<file path="config.mk">
export PLATFORM = sky130hd
export DESIGN_NAME = order_manager_flat
export DESIGN_NICKNAME = d
export VERILOG_FILES = /design/src/rtl/order_manager_if.sv /design/src/rtl/order_manager.sv /design/src/flat_wrapper.sv
export SDC_FILE = /design/constraint.sdc
export NUM_CORES = 1
export LEC_CHECK = 0
export ABC_AREA = 1
export CAP_MARGIN = 20
export CORE_AREA = 4 4 121 123
export DETAILED_ROUTE_END_ITERATION = 8
export DIE_AREA = 0 0 125 127
export GPL_TIMING_DRIVEN = 0
export HOLD_SLACK_MARGIN = 0.06
export PLACE_DENSITY_LB_ADDON = 0.05
export SYNTH_ARGS = -nofsm -noshare
export SYNTH_HDL_FRONTEND = slang
export SYNTH_SLANG_ARGS = --single-unit
export TNS_END_PERCENT = 20
</file>
<file path="constraint.sdc">
create_clock -name clock_i -period 4.5 [get_ports clock_i]
set_input_delay 1.125 -clock clock_i [delete_from_list [all_inputs] [get_ports clock_i]]
set_output_delay 1.125 -clock clock_i [all_outputs]
set_load 0.005 [all_outputs]
</file>
<file path="src/rtl/order_manager_if.sv">
// Bundles the game-state input, the delivery handshake and the order/score outputs
// that connect the order manager to its host.
interface order_manager_if;
   logic [2:0]      game_state;
   logic            deliver_valid;
   logic [1:0]      deliver_dish;
   logic [3:0]      orders;
   logic [3:0][1:0] order_dishes;
   logic [3:0][4:0] order_times;
   logic [7:0]      time_left;
   logic [9:0]      point_total;
   logic            deliver_accept;
   logic            deliver_reject;
   logic            game_over;

   modport master (
      output game_state, deliver_valid, deliver_dish,
      input  orders, order_dishes, order_times, time_left, point_total,
             deliver_accept, deliver_reject, game_over
   );

   modport slave (
      input  game_state, deliver_valid, deliver_dish,
      output orders, order_dishes, order_times, time_left, point_total,
             deliver_accept, deliver_reject, game_over
   );
endinterface

</file>
<file path="src/rtl/order_manager.sv">
// Order manager for a timed cooking round: spawns up to four orders, ages them,
// scores deliveries and expiries, and runs the round clock.
//
// state    | meaning
// ST_IDLE  | after reset, waiting for the first START
// ST_RUN   | round armed; counts while game_state is PLAY
// ST_OVER  | time ran out; everything frozen until the next START
module order_manager #(
   parameter int unsigned TICKS_PER_SEC  = 65000000,
   parameter int unsigned GAME_TIME      = 180,
   parameter int unsigned ORDER_TIME     = 30,
   parameter int unsigned SPAWN_INTERVAL = 10,
   parameter int unsigned ORDER_POINTS   = 20,
   parameter int unsigned EXPIRE_PENALTY = 10
) (
   input logic            clock_i,
   input logic            reset_i,
   order_manager_if.slave bus
);
   localparam int TW = (TICKS_PER_SEC > 1) ? $clog2(TICKS_PER_SEC) : 1;
   localparam int SW = $clog2(SPAWN_INTERVAL + 1);
   localparam logic [2:0] GS_START = 3'd1;
   localparam logic [2:0] GS_PLAY  = 3'd2;

   typedef enum logic [1:0] {ST_IDLE, ST_RUN, ST_OVER} state_t;

   state_t          state_q, state_d;
   logic [TW-1:0]   tick_q, tick_d;
   logic [SW-1:0]   spawn_cnt_q, spawn_cnt_d;
   logic [7:0]      time_left_q, time_left_d;
   logic [9:0]      points_q, points_d;
   logic [3:0]      orders_q, orders_d;
   logic [3:0][1:0] dishes_q, dishes_d;
   logic [3:0][4:0] otimes_q, otimes_d;
   logic            accept_q, accept_d;
   logic            reject_q, reject_d;
   logic [15:0]     lfsr_q, lfsr_d;

   logic            sec_tick;
   logic            hit;
   logic [1:0]      hit_idx;
   logic            free_found;
   logic [1:0]      free_idx;
   logic [SW-1:0]   spawn_inc;
   logic [2:0]      expire_cnt;
   logic [11:0]     award;
   logic [11:0]     penalty;
   logic [11:0]     score;

   always_ff @(posedge clock_i or negedge reset_i) begin
      if (!reset_i) begin
         state_q     <= ST_IDLE;
         tick_q      <= '0;
         spawn_cnt_q <= '0;
         time_left_q <= '0;
         points_q    <= '0;
         orders_q    <= '0;
         dishes_q    <= '0;
         otimes_q    <= '0;
         accept_q    <= 1'b0;
         reject_q    <= 1'b0;
         lfsr_q      <= 16'hACE1;
      end else begin
         state_q     <= state_d;
         tick_q      <= tick_d;
         spawn_cnt_q <= spawn_cnt_d;
         time_left_q <= time_left_d;
         points_q    <= points_d;
         orders_q    <= orders_d;
         dishes_q    <= dishes_d;
         otimes_q    <= otimes_d;
         accept_q    <= accept_d;
         reject_q    <= reject_d;
         lfsr_q      <= lfsr_d;
      end
   end

   always_comb begin
      state_d     = state_q;
      tick_d      = tick_q;
      spawn_cnt_d = spawn_cnt_q;
      time_left_d = time_left_q;
      points_d    = points_q;
      orders_d    = orders_q;
      dishes_d    = dishes_q;
      otimes_d    = otimes_q;
      accept_d    = 1'b0;
      reject_d    = 1'b0;
      lfsr_d      = {lfsr_q[14:0], lfsr_q[15] ^ lfsr_q[13] ^ lfsr_q[12] ^ lfsr_q[10]};
      sec_tick    = 1'b0;
      hit         = 1'b0;
      hit_idx     = '0;
      free_found  = 1'b0;
      free_idx    = '0;
      spawn_inc   = spawn_cnt_q + 1'b1;
      expire_cnt  = '0;
      award       = '0;
      penalty     = '0;
      score       = '0;

      if (bus.game_state == GS_START) begin
         state_d     = ST_RUN;
         tick_d      = '0;
         spawn_cnt_d = '0;
         time_left_d = 8'(GAME_TIME);
         points_d    = '0;
         orders_d    = '0;
         dishes_d    = '0;
         otimes_d    = '0;
      end else if (state_q == ST_RUN && bus.game_state == GS_PLAY) begin
         sec_tick = (tick_q == TW'(TICKS_PER_SEC - 1));
         tick_d   = sec_tick ? '0 : tick_q + 1'b1;

         // Matching and award use the slot contents from the start of the cycle.
         if (bus.deliver_valid) begin
            for (int i = 3; i >= 0; i--) begin
               if (orders_q[i] && dishes_q[i] == bus.deliver_dish) begin
                  hit     = 1'b1;
                  hit_idx = 2'(i);
               end
            end
            if (hit) begin
               accept_d = 1'b1;
               award    = 12'(ORDER_POINTS) + 12'(otimes_q[hit_idx]);
            end else begin
               reject_d = 1'b1;
            end
         end

         if (sec_tick) begin
            time_left_d = time_left_q - 8'd1;
            if (time_left_q <= 8'd1) begin
               time_left_d = '0;
               state_d     = ST_OVER;
            end
            for (int i = 0; i < 4; i++) begin
               if (orders_q[i] && !(hit && hit_idx == 2'(i))) begin
                  if (otimes_q[i] == 5'd1) begin
                     orders_d[i] = 1'b0;
                     otimes_d[i] = '0;
                     expire_cnt  = expire_cnt + 3'd1;
                  end else begin
                     otimes_d[i] = otimes_q[i] - 5'd1;
                  end
               end
            end
            for (int i = 3; i >= 0; i--) begin
               if (!orders_q[i]) begin
                  free_found = 1'b1;
                  free_idx   = 2'(i);
               end
            end
            spawn_cnt_d = (spawn_inc == SW'(SPAWN_INTERVAL)) ? '0 : spawn_inc;
            if ((spawn_inc == SW'(SPAWN_INTERVAL) || orders_q == 4'd0) && free_found) begin
               orders_d[free_idx] = 1'b1;
               otimes_d[free_idx] = 5'(ORDER_TIME);
               dishes_d[free_idx] = lfsr_q[1:0];
            end
         end

         if (hit) begin
            orders_d[hit_idx] = 1'b0;
            otimes_d[hit_idx] = '0;
         end

         // Two's-complement 12-bit sum; bit 11 set means the score went negative.
         penalty = 12'(expire_cnt) * 12'(EXPIRE_PENALTY);
         score   = 12'(points_q) + award - penalty;
         if (score[11])
            points_d = '0;
         else if (score > 12'd999)
            points_d = 10'd999;
         else
            points_d = score[9:0];
      end
   end

   assign bus.orders         = orders_q;
   assign bus.order_dishes   = dishes_q;
   assign bus.order_times    = otimes_q;
   assign bus.time_left      = time_left_q;
   assign bus.point_total    = points_q;
   assign bus.deliver_accept = accept_q;
   assign bus.deliver_reject = reject_q;
   assign bus.game_over      = (state_q == ST_OVER);
endmodule

</file>
<file path="src/flat_wrapper.sv">
// flat-port wrapper written by rule: the top's interface ports become plain ports
module order_manager_flat 
#(
   parameter int unsigned TICKS_PER_SEC  = 65000000,
   parameter int unsigned GAME_TIME      = 180,
   parameter int unsigned ORDER_TIME     = 30,
   parameter int unsigned SPAWN_INTERVAL = 10,
   parameter int unsigned ORDER_POINTS   = 20,
   parameter int unsigned EXPIRE_PENALTY = 10
)
  (clock_i, reset_i, bus_game_state, bus_deliver_valid, bus_deliver_dish, bus_orders, bus_order_dishes, bus_order_times, bus_time_left, bus_point_total, bus_deliver_accept, bus_deliver_reject, bus_game_over);
  order_manager_if bus_i ();
  input logic clock_i;
  input logic reset_i;
  input wire logic [$bits(bus_i.game_state)-1:0] bus_game_state;
  input wire logic [$bits(bus_i.deliver_valid)-1:0] bus_deliver_valid;
  input wire logic [$bits(bus_i.deliver_dish)-1:0] bus_deliver_dish;
  output wire logic [$bits(bus_i.orders)-1:0] bus_orders;
  output wire logic [$bits(bus_i.order_dishes)-1:0] bus_order_dishes;
  output wire logic [$bits(bus_i.order_times)-1:0] bus_order_times;
  output wire logic [$bits(bus_i.time_left)-1:0] bus_time_left;
  output wire logic [$bits(bus_i.point_total)-1:0] bus_point_total;
  output wire logic [$bits(bus_i.deliver_accept)-1:0] bus_deliver_accept;
  output wire logic [$bits(bus_i.deliver_reject)-1:0] bus_deliver_reject;
  output wire logic [$bits(bus_i.game_over)-1:0] bus_game_over;
  assign bus_i.game_state = bus_game_state;
  assign bus_i.deliver_valid = bus_deliver_valid;
  assign bus_i.deliver_dish = bus_deliver_dish;
  assign bus_orders = bus_i.orders;
  assign bus_order_dishes = bus_i.order_dishes;
  assign bus_order_times = bus_i.order_times;
  assign bus_time_left = bus_i.time_left;
  assign bus_point_total = bus_i.point_total;
  assign bus_deliver_accept = bus_i.deliver_accept;
  assign bus_deliver_reject = bus_i.deliver_reject;
  assign bus_game_over = bus_i.game_over;
  order_manager #(.TICKS_PER_SEC(TICKS_PER_SEC), .GAME_TIME(GAME_TIME), .ORDER_TIME(ORDER_TIME), .SPAWN_INTERVAL(SPAWN_INTERVAL), .ORDER_POINTS(ORDER_POINTS), .EXPIRE_PENALTY(EXPIRE_PENALTY)) u_core (.clock_i(clock_i), .reset_i(reset_i), .bus(bus_i));
endmodule
</file>
==> summary.md <==
| Metric | Value |
|---|---|
| Status | `finished with violations` |
| Failing checks | `setup timing` |
| CTS tree | `yes` |
| Iteration-0 DRC Markers | `487` |
| Max-slew violations | `0` |
| Die extent in y | `127 um` |
| Fin nets | `1107` |
| Pre-CTS setup slack | `-1.933 ns` |
| H-tree levels | `3` |
| WS Path Type | `in -> reg` |
| Die width | `125 um` |
| Area grow syn2layout | `23.43%` |
| Avg Cell Area, Syn | `7.269 um^2` |
| Largest net degree at the start of global routing | `64` |
| Fmax | `189.0 MHz` |
| Crit path launch type | `input pin` |
| Residual DRC count | `0` |
| Leading cell type in the layout, fill and taps excluded | `nand2_1` |
| Met1 usage | `33.71%` |
| Routed Antenna Nets | `0` |
| VDD IR max | `0.0003391 V` |
| Final hold vios | `0` |
| Mapped Nets | `1020` |
| Clock Pin Slew Worst Setup and Hold Paths | `0.08 ns` |
| Worst Min Path Start | `u_core.lfsr_q[8]$_DFF_PN0_` |
| Final worst setup slack | `-0.7897 ns` |
| Post-cts hold buffer count | `0` |
| Clock share of power | `18.4%` |
| Synth cell types | `56` |
| Commonest cells after routing, fill and taps aside | `254 x nand2_1, 121 x inv_1, 92 x dfrtp_1` |
| Total Wirelength | `18780 um` |
| Slew margin rel. | `45.54%` |
| Max incr delay on CP | `0.55 ns` |
| Tmin final | `5.290 ns` |
| Crit path DAT | `5.54 ns` |
| Switch share | `45.71%` |
| Crit share post-route | `117.5%` |
| Pre-Repair DR Iteration Count | `9` |
| Rows | `43` |
| Inst Count DP | `1215` |
| Post-detail-place hpwl | `13860 um` |
| Slew @ Worst Pin | `0.8106 ns` |
| Per-cell routed wire length | `15.06 um` |
| Register bit total from synthesis | `100` |
| Power share of the sequential group | `26.6%` |
| CP Capture Type | `flip-flop` |
| PwrDens | `482.6 mW/mm^2` |
| Core area | `0.01367 mm^2` |
| Cells after synthesis | `975` |
| Drt via density | `5.355` |
| CP Max Fanout | `5` |
| Via count | `6678` |
| Share of post-route cells with drive strength above 1 | `16.59%` |
| Comb pwr share | `54.9%` |
| Clock Root Buffer | `clkbuf_16` |
| Final GP Congestion | `0.9110` |
| Port Buffers | `59` |
| Hold path depth | `0` |
| Die area | `0.01588 mm^2` |
| Mapped Area | `0.007087 mm^2` |
| Overall routing resource usage | `23.90%` |
| Reg2reg start | `u_core.bus.order_times[1]$_DFFE_PN0N_` |
| Switching Power | `1.930 mW` |
| Leakage power | `4.107 nW` |
| Hold EP | `u_core.lfsr_q[9]$_DFF_PN0_` |
| CTS Sinks | `100` |
| Required time of the worst setup path | `4.75 ns` |
| Top Usage Layer GRT | `met2` |
| Post-Layout Cell Count | `1247` |
| Fin Setup TNS | `-7.770 ns` |
| IO Count | `61` |
| GR met2 Demand/Resource | `38.60%` |
| P_int | `2.292 mW` |
| GRT overflow | `0` |
| Ys Warns | `0` |
| Hold WC Path Type | `reg -> reg` |
| Slowest-stage cell, CP | `fa_1` |
| Register area share after synthesis | `35.45%` |
| Antenna Cells | `0` |
| TritonCTS buffer count | `9` |
| Initial Util | `51.86%` |
| Later-pin clock latency in the skew report | `0.36 ns` |
| Util after Layout | `64.01%` |
| Maxcap violations | `0` |
| Reg2Reg Depth | `34` |
| Setup violators final | `10` |
| Antenna violations before repair | `0` |
| Met3 usage | `4.264%` |
| Clk_skew | `0.008282 ns` |
| Clk buf depth | `2` |
| Vias in the first global route | `6274` |
| First-pass GRT wire length | `31320 um` |
| RSZ-0062 raised after global routing | `true` |
| RR Endpoint | `u_core.bus.point_total[0]$_DFFE_PN0N_` |
| Worst reg-to-reg setup slack | `-0.51 ns` |
-- area by class of cell --
cell class                      count  area, um^2
Buffer                             14       106.4
Sequential cell                   100        2512
Multi-Input combinational cell    721        4332
Clock inverter                      7       68.82
Fill cell                        1236        4918
Inverter                          142       548.0
Clock buffer                        9       225.2
Tap cell                          180       225.2
Timing Repair Buffer               74       729.5
-- cell families after synthesis --
family	after synthesis	share of synthesized area, %
AO/OA/AOI/OAI	124	10.22
XOR/XNOR	30	4.026
adder cells (fa/ha/maj)	37	7.062
buffers and inverters	156	8.951
flip-flops	100	35.45
multiplexers	1	0.1412
AND/OR/NAND/NOR	527	34.15
-- power by group through the flow --
stage	clock [mW]	sequential, mW	combinational [mW]
global placement	0	1.14	1.74
detailed placement	0	1.14	1.76
global route	0.833	1.14	2.57
floorplan	0	1.12	1.31
finish	0.778	1.12	2.32
CTS	0.794	1.12	2.20
-- how the worst max path moves through the flow --
stage                              from                                     to  slack, ns  cells past startpoint
floorplan           bus_deliver_dish[1]  u_core.bus.point_total[4]$_DFFE_PN0N_      -0.85                     34
global placement    bus_deliver_dish[0]  u_core.bus.point_total[4]$_DFFE_PN0N_      -1.85                     33
detailed placement  bus_deliver_dish[0]  u_core.bus.point_total[4]$_DFFE_PN0N_      -1.93                     35
CTS                 bus_deliver_dish[1]  u_core.bus.point_total[0]$_DFFE_PN0N_      -0.80                     36
global route        bus_deliver_dish[1]  u_core.bus.point_total[0]$_DFFE_PN0N_      -1.06                     36
finish              bus_deliver_dish[1]  u_core.bus.point_total[0]$_DFFE_PN0N_      -0.79                     36
-- registers in the layout, summed over array words and instances (netlist names) --
| name | cells |
|---|---|
| u_core.bus.deliver_accept | 1 |
| u_core.bus.deliver_reject | 1 |
| u_core.bus.order_dishes | 8 |
| u_core.bus.order_times | 20 |
| u_core.bus.orders | 4 |
| u_core.bus.point_total | 10 |
| u_core.bus.time_left | 8 |
| u_core.lfsr_q | 16 |
| u_core.spawn_cnt_q | 4 |
| u_core.state_q | 2 |
| u_core.tick_q | 26 |
-- synth_stat cells (all sizes together) --
library cell	instances	area [um^2]
clkbuf	3	11.26
nor4	8	71.32
nand4	21	131.4
or2	7	43.80
a211oi	1	7.510
xnor2	7	61.31
and3	1	6.260
dfstp	8	210.2
dfrtp	92	2302
o21bai	2	15.01
a31oi	6	37.54
nor2	101	468.0
buf	11	86.33
xor2	23	224.0
a21oi	38	197.7
o22ai	1	6.260
ha	32	400.4
o41ai	1	8.760
nor3	18	105.1
nand3	83	450.4
and2	1	6.260
mux2i	1	10.01
a41oi	1	8.760
clkinv	3	12.51
nand2	285	1122
o31ai	3	27.52
a32o	1	10.01
nand3b	2	15.01
fa	5	100.1
o211ai	12	100.1
inv	139	524.3
o2111ai	2	17.52
o21ai	56	287.8
-- repair_timing --
| item | 4_1_cts | 5_1_grt |
|---|---|---|
| setup buffers | 10 | 4 |
| endpoints found under the hold margin | 0 | 0 |
| gates resized for setup | 46 | 24 |
| gates cloned | 2 | 0 |
| pin swaps | 21 | 25 |
| setup endpoints to repair | 10 | 10 |
-- metrics by stage --
stage                     instance area, um^2  hold WS [ns]  total power, mW
final                                    8747        0.3511            4.221
after floorplan                          7207        0.3312            2.423
after global placement                   8023        0.3343            2.879
after CTS                                8607        0.3525            4.119
after global routing                     8747        0.3619            4.546
after detailed placement                 8048        0.3388            2.903
-- worst max-delay path: cells and delay by family --
family / cells / cell delay, ns
buf+inv: 3 / 0.19
xor+xnor: 1 / 0.18
compound gates: 2 / 0.22
fa+ha+maj: 8 / 2.08
simple gates: 22 / 1.73
-- per-layer routing --
layer  vias to the layer above  wire length [um]  part of all wire, %
met1                      3157              8998                   48
met2                       147              8710                   46
li1                       3350                 -                    -
met3                        24               820                  4.4
met4                         0               253                  1.3
met5                         -                 0                    0
Power figures use the tool's default switching activity.
